===== config.mk =====
export PLATFORM = sky130hd
export DESIGN_NAME = md_pad_scanner
export DESIGN_NICKNAME = d
export VERILOG_FILES = /design/src/rtl/md_pad_pkg.sv /design/src/rtl/md_tick_gen.sv /design/src/rtl/md_pad_scanner.sv
export SDC_FILE = /design/constraint.sdc
export NUM_CORES = 1
export LEC_CHECK = 0
export BUFFER_PORTS_ARGS = -buffer_cell sky130_fd_sc_hd__buf_2
export CAP_MARGIN = 20
export CELL_PAD_IN_SITES_DETAIL_PLACEMENT = 0
export CELL_PAD_IN_SITES_GLOBAL_PLACEMENT = 1
export CORE_ASPECT_RATIO = 0.7
export CORE_UTILIZATION = 40
export DETAILED_ROUTE_END_ITERATION = 16
export PLACE_DENSITY = 0.78
export SLEW_MARGIN = 15
export SYNTH_ARGS = -nofsm -noshare
export SYNTH_HDL_FRONTEND = slang
export SYNTH_SLANG_ARGS = --single-unit

===== constraint.sdc =====
create_clock -name clk -period 5.7 [get_ports clk]
set_clock_uncertainty 0.05 [all_clocks]
set_input_delay 0.285 -clock clk [delete_from_list [all_inputs] [get_ports clk]]
set_output_delay 0.285 -clock clk [all_outputs]
set_load 0.05 [all_outputs]

===== src/rtl/md_pad_pkg.sv =====
// Shared types and constants for the Mega Drive pad scanner.
package md_pad_pkg;

    // Scanner sequence: pad 1, pad 2, then a long idle so 6-button pads
    // drop back to their base state.
    typedef enum logic [1:0] {
        SCAN1 = 2'd0,
        SCAN2 = 2'd1,
        IDLE  = 2'd2
    } state_t;

    // Bit positions in the active-high button word.
    localparam int BTN_R     = 0;
    localparam int BTN_L     = 1;
    localparam int BTN_D     = 2;
    localparam int BTN_U     = 3;
    localparam int BTN_B     = 4;
    localparam int BTN_C     = 5;
    localparam int BTN_A     = 6;
    localparam int BTN_START = 7;
    localparam int BTN_MODE  = 8;
    localparam int BTN_X     = 9;
    localparam int BTN_Y     = 10;
    localparam int BTN_Z     = 11;

    // Select phases that matter within one 8-phase scan.
    localparam logic [2:0] PH_BASE = 3'd0;
    localparam logic [2:0] PH_AB   = 3'd1;
    localparam logic [2:0] PH_DET  = 3'd5;
    localparam logic [2:0] PH_XYZ  = 3'd6;
    localparam logic [2:0] PH_LAST = 3'd7;

    // Final word for one pad: absent pads read as all-zero, and the
    // extended buttons only survive when the pad identified as 6-button.
    function automatic logic [15:0] commit_word(input logic        present,
                                                input logic        six,
                                                input logic [11:0] shadow);
        logic [15:0] w;
        w = '0;
        if (present) begin
            w[7:0] = shadow[7:0];
            if (six) begin
                w[11:8] = shadow[11:8];
            end
        end
        return w;
    endfunction

endpackage


===== src/rtl/md_tick_gen.sv =====
// Phase-rate tick generator: one-cycle pulse every TICK_DIV clocks.
module md_tick_gen #(
    parameter int TICK_DIV = 400
) (
    input  logic i_clk,
    input  logic i_rst_n,
    output logic o_tick
);

    localparam int CW = (TICK_DIV > 1) ? $clog2(TICK_DIV) : 1;

    logic [CW-1:0] r_cnt;
    logic          w_last;

    assign w_last = (r_cnt == CW'(TICK_DIV - 1));
    assign o_tick = w_last;

    // Free-running divider, wraps to zero in the tick cycle.
    always_ff @(posedge i_clk or negedge i_rst_n) begin
        if (!i_rst_n) begin
            r_cnt <= '0;
        end else if (w_last) begin
            r_cnt <= '0;
        end else begin
            r_cnt <= r_cnt + CW'(1);
        end
    end

endmodule


===== src/rtl/md_pad_scanner.sv =====
// Scans two Mega Drive 3/6-button pads through the shared split/select
// lines and publishes one atomically committed button word per pad.
//
// Pad pins (joy_in) are active-low and read through a 2-flop synchronizer.
// joy_mdsel / joy_split are registered and only move in a tick cycle, so the
// pad lines have a full phase minus the synchronizer delay to settle before
// the next sample.
module md_pad_scanner
    import md_pad_pkg::*;
#(
    parameter int TICK_DIV   = 400,
    parameter int IDLE_TICKS = 160
) (
    input  logic        clk,
    input  logic        reset_n,
    input  logic [5:0]  joy_in,
    output logic        joy_mdsel,
    output logic        joy_split,
    output logic [15:0] joystick1,
    output logic [15:0] joystick2,
    output logic [1:0]  pad_present,
    output logic [1:0]  pad_six,
    output logic        scan_done,
    output logic [1:0]  o_dbg_state
);

    localparam int IW = $clog2(IDLE_TICKS);

    logic          w_tick;
    logic [5:0]    r_sync1;
    logic [5:0]    r_sync2;

    state_t        r_state;
    state_t        w_state_nxt;
    logic [2:0]    r_phase;
    logic [2:0]    w_phase_nxt;
    logic [IW-1:0] r_idle_cnt;
    logic [IW-1:0] w_idle_nxt;
    logic          w_commit;
    logic          w_mdsel_nxt;
    logic          w_split_nxt;
    logic          r_mdsel;
    logic          r_split;

    logic [11:0]   r_shadow;
    logic          r_sh_present;
    logic          r_sh_six;

    logic [15:0]   r_joy1;
    logic [15:0]   r_joy2;
    logic [1:0]    r_present;
    logic [1:0]    r_six;
    logic          r_scan_done;

    md_tick_gen #(
        .TICK_DIV (TICK_DIV)
    ) u_tick_gen (
        .i_clk   (clk),
        .i_rst_n (reset_n),
        .o_tick  (w_tick)
    );

    // Two-flop synchronizer for the asynchronous pad lines (idle high).
    always_ff @(posedge clk or negedge reset_n) begin
        if (!reset_n) begin
            r_sync1 <= 6'h3F;
            r_sync2 <= 6'h3F;
        end else begin
            r_sync1 <= joy_in;
            r_sync2 <= r_sync1;
        end
    end

    // Sequencer state, phase counters and registered pad select lines.
    always_ff @(posedge clk or negedge reset_n) begin
        if (!reset_n) begin
            r_state    <= SCAN1;
            r_phase    <= PH_BASE;
            r_idle_cnt <= '0;
            r_mdsel    <= 1'b1;
            r_split    <= 1'b0;
        end else begin
            r_state    <= w_state_nxt;
            r_phase    <= w_phase_nxt;
            r_idle_cnt <= w_idle_nxt;
            r_mdsel    <= w_mdsel_nxt;
            r_split    <= w_split_nxt;
        end
    end

    // Next-state logic; every advance waits for the phase tick.
    always_comb begin
        w_state_nxt = r_state;
        w_phase_nxt = r_phase;
        w_idle_nxt  = r_idle_cnt;
        w_commit    = 1'b0;
        if (w_tick) begin
            case (r_state)
                SCAN1: begin
                    if (r_phase == PH_LAST) begin
                        w_state_nxt = SCAN2;
                        w_phase_nxt = PH_BASE;
                        w_commit    = 1'b1;
                    end else begin
                        w_phase_nxt = r_phase + 3'd1;
                    end
                end
                SCAN2: begin
                    if (r_phase == PH_LAST) begin
                        w_state_nxt = IDLE;
                        w_phase_nxt = PH_BASE;
                        w_idle_nxt  = '0;
                        w_commit    = 1'b1;
                    end else begin
                        w_phase_nxt = r_phase + 3'd1;
                    end
                end
                IDLE: begin
                    if (r_idle_cnt == IW'(IDLE_TICKS - 1)) begin
                        w_state_nxt = SCAN1;
                        w_phase_nxt = PH_BASE;
                        w_idle_nxt  = '0;
                    end else begin
                        w_idle_nxt = r_idle_cnt + IW'(1);
                    end
                end
                default: begin
                    w_state_nxt = SCAN1;
                    w_phase_nxt = PH_BASE;
                    w_idle_nxt  = '0;
                end
            endcase
        end
        // Select is high on even phases and throughout idle.
        w_mdsel_nxt = (w_state_nxt == IDLE) ? 1'b1 : ~w_phase_nxt[0];
        w_split_nxt = (w_state_nxt != SCAN1);
    end

    // Shadow capture at the end of each sampling phase of a scan.
    always_ff @(posedge clk or negedge reset_n) begin
        if (!reset_n) begin
            r_shadow     <= '0;
            r_sh_present <= 1'b0;
            r_sh_six     <= 1'b0;
        end else if (w_tick && (r_state != IDLE)) begin
            case (r_phase)
                PH_BASE: begin
                    r_shadow         <= '0;
                    r_shadow[BTN_U]  <= ~r_sync2[0];
                    r_shadow[BTN_D]  <= ~r_sync2[1];
                    r_shadow[BTN_L]  <= ~r_sync2[2];
                    r_shadow[BTN_R]  <= ~r_sync2[3];
                    r_shadow[BTN_B]  <= ~r_sync2[4];
                    r_shadow[BTN_C]  <= ~r_sync2[5];
                    r_sh_present     <= 1'b0;
                    r_sh_six         <= 1'b0;
                end
                PH_AB: begin
                    r_shadow[BTN_A]     <= ~r_sync2[4];
                    r_shadow[BTN_START] <= ~r_sync2[5];
                    // A connected pad grounds Left/Right while select is low.
                    r_sh_present        <= (r_sync2[3:2] == 2'b00);
                end
                PH_DET: begin
                    // A 6-button pad grounds all four direction lines here.
                    r_sh_six <= (r_sync2[3:0] == 4'b0000);
                end
                PH_XYZ: begin
                    if (r_sh_six) begin
                        r_shadow[BTN_Z]    <= ~r_sync2[0];
                        r_shadow[BTN_Y]    <= ~r_sync2[1];
                        r_shadow[BTN_X]    <= ~r_sync2[2];
                        r_shadow[BTN_MODE] <= ~r_sync2[3];
                    end
                end
                default: begin
                end
            endcase
        end
    end

    // Commit the finished shadow to the selected pad's outputs in one cycle.
    always_ff @(posedge clk or negedge reset_n) begin
        if (!reset_n) begin
            r_joy1      <= '0;
            r_joy2      <= '0;
            r_present   <= '0;
            r_six       <= '0;
            r_scan_done <= 1'b0;
        end else begin
            r_scan_done <= w_commit && (r_state == SCAN2);
            if (w_commit) begin
                if (r_state == SCAN1) begin
                    r_joy1       <= commit_word(r_sh_present, r_sh_six, r_shadow);
                    r_present[0] <= r_sh_present;
                    r_six[0]     <= r_sh_present & r_sh_six;
                end else begin
                    r_joy2       <= commit_word(r_sh_present, r_sh_six, r_shadow);
                    r_present[1] <= r_sh_present;
                    r_six[1]     <= r_sh_present & r_sh_six;
                end
            end
        end
    end

    assign joy_mdsel   = r_mdsel;
    assign joy_split   = r_split;
    assign joystick1   = r_joy1;
    assign joystick2   = r_joy2;
    assign pad_present = r_present;
    assign pad_six     = r_six;
    assign scan_done   = r_scan_done;
    assign o_dbg_state = r_state;

endmodule


**Yosys cells after proc, flatten, opt, wreduce, memory -nomap -nowiden**

Index checks and enable logic that the tools add are counted.

- Flip-flop bits (word level): 79
- Input port bits: 8
- Output and inout bits: 41

- $add $sub $neg: 3
- Eq/ne operators: 13
- Multiplexer cells: 24
- Bitwise logic cells: 9
- Reductions and logical operators: 19

Operators by type and width:

| cell | number |
|---|---|
| $pmux 8 s3 | 1 |
| $mux 8 | 2 |
| $mux 12 | 1 |
| $reduce_and 2->1 | 6 |
| $add 9x1->9 const B | 1 |
| $eq 3x3->1 const B | 3 |
| $eq 9x9->1 const B | 1 |
| $mux 9 | 1 |
| $add 8x1->8 const B | 1 |
| $eq 8x8->1 const B | 1 |
| $mux 2 | 4 |
| $mux 4 | 2 |
| $ne 2x2->1 const B | 4 |
| $not 1->1 | 8 |
| $pmux 4 s2 | 1 |
| $reduce_bool 2->1 | 4 |
| $mux 3 | 2 |
| $pmux 2 s3 | 1 |
| $pmux 3 s2 | 1 |
| $reduce_and 3->1 | 2 |
| $mux 1 | 5 |
| $eq 2x2->1 const B | 2 |
| $logic_not 2->1 | 2 |
| $logic_not 4->1 | 1 |
| 9 further kinds | 11 |

**Longest topological paths before layout**

- Depth in word-level cells: 6
- Depth in mapped cells: 7
- Depth with buffers taken out: 6

**Modules after synthesis**

From an unflattened synthesis, not the netlist that was laid out.

- Cells, all modules: 309
- Area, all modules: 3270.6 µm²

By module, submodules not included:

| module | times used | cells each | area an instance (µm²) |
|---|---|---|---|
| md_pad_scanner | 1 | 272 | 2854.0 |
| md_tick_gen | 1 | 37 | 416.6 |

**Worst setup path before layout**

OpenSTA, ideal clock, no wires.

- Path kind: register to register
- Start: reg u_tick_gen.r_cnt[4]
- End: reg r_joy1[10] (netlist: joystick1[10])
- Arrival: 2.072 ns
- Slack: 3.453 ns
- Stages on the path, launching flop included: 7
- Path through: dfrtp_1 or3_4 or3_4 or3_1 buf_2 buf_6 mux2_4

- Word-level cells in the longest chain between the ends: 3

RTL lines:

| what | line | text |
|---|---|---|
| start, declared | md_tick_gen.sv:12 | `logic [CW-1:0] r_cnt;` |
| start signal, assigned | md_tick_gen.sv:25 | `r_cnt <= r_cnt + CW'(1);` |
| $eq 9x9->1 | md_tick_gen.sv:15 | `assign w_last = (r_cnt == CW'(TICK_DIV - 1));` |
| $mux 1 | md_pad_scanner.sv:97 | `if (w_tick) begin` |
| $reduce_and 2->1 (no source line) | - |  |
| end signal, assigned | md_pad_scanner.sv:194 | `r_joy1 <= commit_word(r_sh_present, r_sh_six, r_shadow);` |
| end, declared | md_pad_scanner.sv:49 | `logic [15:0] r_joy1;` |

No other way between the ends.
A chain may end at the register's enable or synchronous reset.

**Worst setup path after layout**

- Start: reg u_tick_gen.r_cnt[4]
- End: reg r_joy1[6] (netlist: joystick1[6])

The elaborated chain is that of the path after synthesis.

==> results.sh <==
export IMPL_holdWs_ps=68.0
export IMPL_p_leak_nw=2.11
export IMPL_grt_setup_unrepaired="false"
export IMPL_p_switching_mw=0.233
export IMPL_p_comb_frac=0.023
export IMPL_pwr_density_cell_nw_per_um2=295
export IMPL_start_kind="flop"
export IMPL_gr_total_overflow=0
export IMPL_drt_pass1_iter_count=4
export IMPL_fin_area_sq_um=4070
export IMPL_crit_top_cell="or3_4"
export IMPL_coreArea_sq_um=8070
export IMPL_finalSetupTns_ps=0
export IMPL_ios=49
export IMPL_p_seq_frac=0.476
export IMPL_yosysTopAreaCellShare=0.483
export IMPL_synthDistinctLibCells=39
export IMPL_hp_class="in2async"
export IMPL_worst_path_largest_cell_delay_ps=720
export IMPL_grt_pass1_wl_microns=10500
export IMPL_syn_instance_count=272
export IMPL_maxCapViolCount=0
export IMPL_async_reset_ff_frac=1.00
export IMPL_port_buffers=40
export IMPL_fin_util=0.504
export IMPL_criticalPathCategory="reg2reg"
export IMPL_max_slew_margin_rel=0.307
export IMPL_vdd_drop_max_mv=0.193
export IMPL_cp_end_kind="flop"
export IMPL_initial_utilization=0.424
export IMPL_vias_per_cell=5.01
export IMPL_cts_tree="built"
export IMPL_cpMaxStageDelayCell="or3_1"
export IMPL_die_w_microns=113
export IMPL_antenna_found_initial=0
export IMPL_wl_per_cell_microns=14.5
export IMPL_clk_path_buf_depth=2
export IMPL_status="finished clean"
export IMPL_antenna_left=0
export IMPL_tightestPinTransition_ps=1030
export IMPL_cts_buffers=9
export IMPL_grt_max_degree=80
export IMPL_htreeDepth=3
export IMPL_rows=27
export IMPL_yosysTopAreaCell="dfrtp_1"
export IMPL_setup_viol=0
export IMPL_slew_violations=0
export IMPL_path_clk_slew_ps=60
export IMPL_arrival_ps=2760
export IMPL_die_h_microns=79.4
export IMPL_cts_setup_buffers=0
export IMPL_synthesis_area_sq_um=3420
export IMPL_clockPowerShare=0.501
export IMPL_hpwl_microns=4170
export IMPL_cts_resized=0
export IMPL_wl_microns=6220
export IMPL_hold_viol_final=0
export IMPL_max_freq_mhz=386
export IMPL_period_needed_ps=2590
export IMPL_synth_edf_count=0
export IMPL_dieArea_sq_um=8930
export IMPL_required_ps=5860
export IMPL_first_iter_violations=92
export IMPL_nFillCells=702
export IMPL_drive_gt1_frac=0.324
export IMPL_nets=337
export IMPL_cts_root_buf="clkbuf_16"
export IMPL_area_growth_pct=18.9
export IMPL_diodes=0
export IMPL_ys_warnings_count=0
export IMPL_yosys_register_bits=79
export IMPL_gp_congestion=0.745
export IMPL_post_route_drc_count=0
export IMPL_grt_pass1_vias=2154
export IMPL_switching_share=0.194
export IMPL_cts_hold_buf=6
export IMPL_finalCritPeriodShare=0.455
export IMPL_cp_max_fo=14
export IMPL_synthTopCellsByArea="dfrtp_1, dfstp_2, mux2_2"
export IMPL_ys_flop_type="dfrtp_1"
export IMPL_ys_seq_area_frac=0.582
export IMPL_num_vias=2143
export IMPL_cp_cell_sequence="or3_4 -> or3_4 -> or3_1 -> mux2_4"
export IMPL_syn_area_per_cell_sq_um=12.6
export IMPL_grtUsageTotal=0.158
export IMPL_placedInstanceArea_sq_um=3690
export IMPL_p_int_mw=0.967
export IMPL_cts_num_sinks=79
export IMPL_insertion_delay_ps=330
layout make-up:
type	count	area, sq um	share of cell area
flip-flops and latches	79	1990	0.490
well taps	101	126	0.0311
clock inverters	4	70.1	0.0172
clock buffers	12	246	0.0606
repair buffers	48	278	0.0683
multi-input cells	172	1310	0.322
inverters	12	45.0	0.0111
sequential cells by signal, summed over array words and instances, names as in the netlist, 3 cells and up:
signal / cells
r_sync1: 6
r_phase: 3
r_sync2: 6
u_tick_gen.r_cnt: 9
r_shadow: 12
r_idle_cnt: 8
joystick1: 12
joystick2: 12
cells in the final DEF (no fill, tap or decap), drive strengths merged, types with 6 or more instances in the layout:
cell | Yosys | routed
nand2 | 8 | 8
inv | 12 | 12
nand3 | 6 | 6
mux2 | 35 | 35
and2 | 12 | 12
dfstp | 13 | 13
buf | 11 | 42
clkbuf | 5 | 12
mux2i | 6 | 6
nor2b | 7 | 7
ha | 7 | 7
o21ai | 10 | 10
and3 | 10 | 10
conb | 1 | 8
nor2 | 17 | 17
dlygate4sd3 | 0 | 6
dfrtp | 66 | 66
routing by layer:
layer / share of wire / GRT usage
met1: 0.54 / 0.219
met5: 0 / 0
met4: 0.015 / 0.0640
met3: 0.037 / 0.0615
met2: 0.41 / 0.220
path summary, 6_finish.rpt:
path / from / to / slack, ps / cells past startpoint
setup reg to reg: u_tick_gen.r_cnt[4] / joystick1[6] / 3110 / 4
setup / recovery: u_tick_gen.r_cnt[4] / joystick1[6] / 3110 / 4
max in group asynchronous: reset_n / u_tick_gen.r_cnt[7] / 4910 / 1
min in group clk: r_sync1[3] / r_sync2[3] / 300 / 0
hold reg to reg: r_sync1[3] / r_sync2[3] / 300 / 0
hold / removal: reset_n / pad_present[0] / 70 / 1
Yosys cell counts, types with 2 or more instances:
library cell  instances
a21o_1                4
a21oi_1               4
a22o_1                5
a31oi_1               5
and2_1               12
and3_1               10
and4_1                2
buf_2                 2
buf_4                 8
clkbuf_1              5
dfrtp_1              66
dfstp_2              13
ha_1                  7
inv_1                12
mux2_2               25
mux2_4               10
mux2i_1               6
nand2_1               8
nand2b_1              2
nand3_1               6
nor2_1               17
nor2b_1               7
nor3_1                3
o21ai_0              10
o31ai_1               3
o41ai_1               2
or3_1                 2
or3_4                 2
xnor2_1               2
xor2_1                3
power groups by stage:
stage	clock, mW	combinational (mW)	sequential (mW)
after floorplan	0	0.0160	0.580
after global placement	0	0.0251	0.582
after detailed placement	0	0.0253	0.582
after CTS	0.618	0.0283	0.572
after global routing	0.644	0.0307	0.572
final	0.601	0.0276	0.572
worst max-delay path: cells and delay by family (launching register included):
kind,cells,cell delay (ps)
multiplexers,1,420
AND/OR/NAND/NOR,3,1560
flip-flops,1,430
per-stage QoR:
| stage | setup WS, ps | total power, mW | instances |
|---|---|---|---|
| 3_3_place_gp | 3140 | 0.607 | 406 |
| 2_1_floorplan | 3450 | 0.596 | 279 |
| 6_report | 3110 | 1.20 | 428 |
| 4_1_cts | 3100 | 1.22 | 428 |
| 3_5_place_dp | 3090 | 0.607 | 406 |
| 5_1_grt | 3000 | 1.25 | 428 |
cells by family after synthesis:
kind of cell,count (synthesis),synth area share
flip-flops,79,0.582
buffers and inverters,28,0.0424
AO/OA/AOI/OAI,35,0.0676
XOR/XNOR,5,0.0128
AND/OR/NAND/NOR,76,0.124
adder cells (fa/ha/maj),7,0.0256
multiplexers,41,0.144
other,1,0.00110
Note: power is estimated with default switching activity, not from simulation.
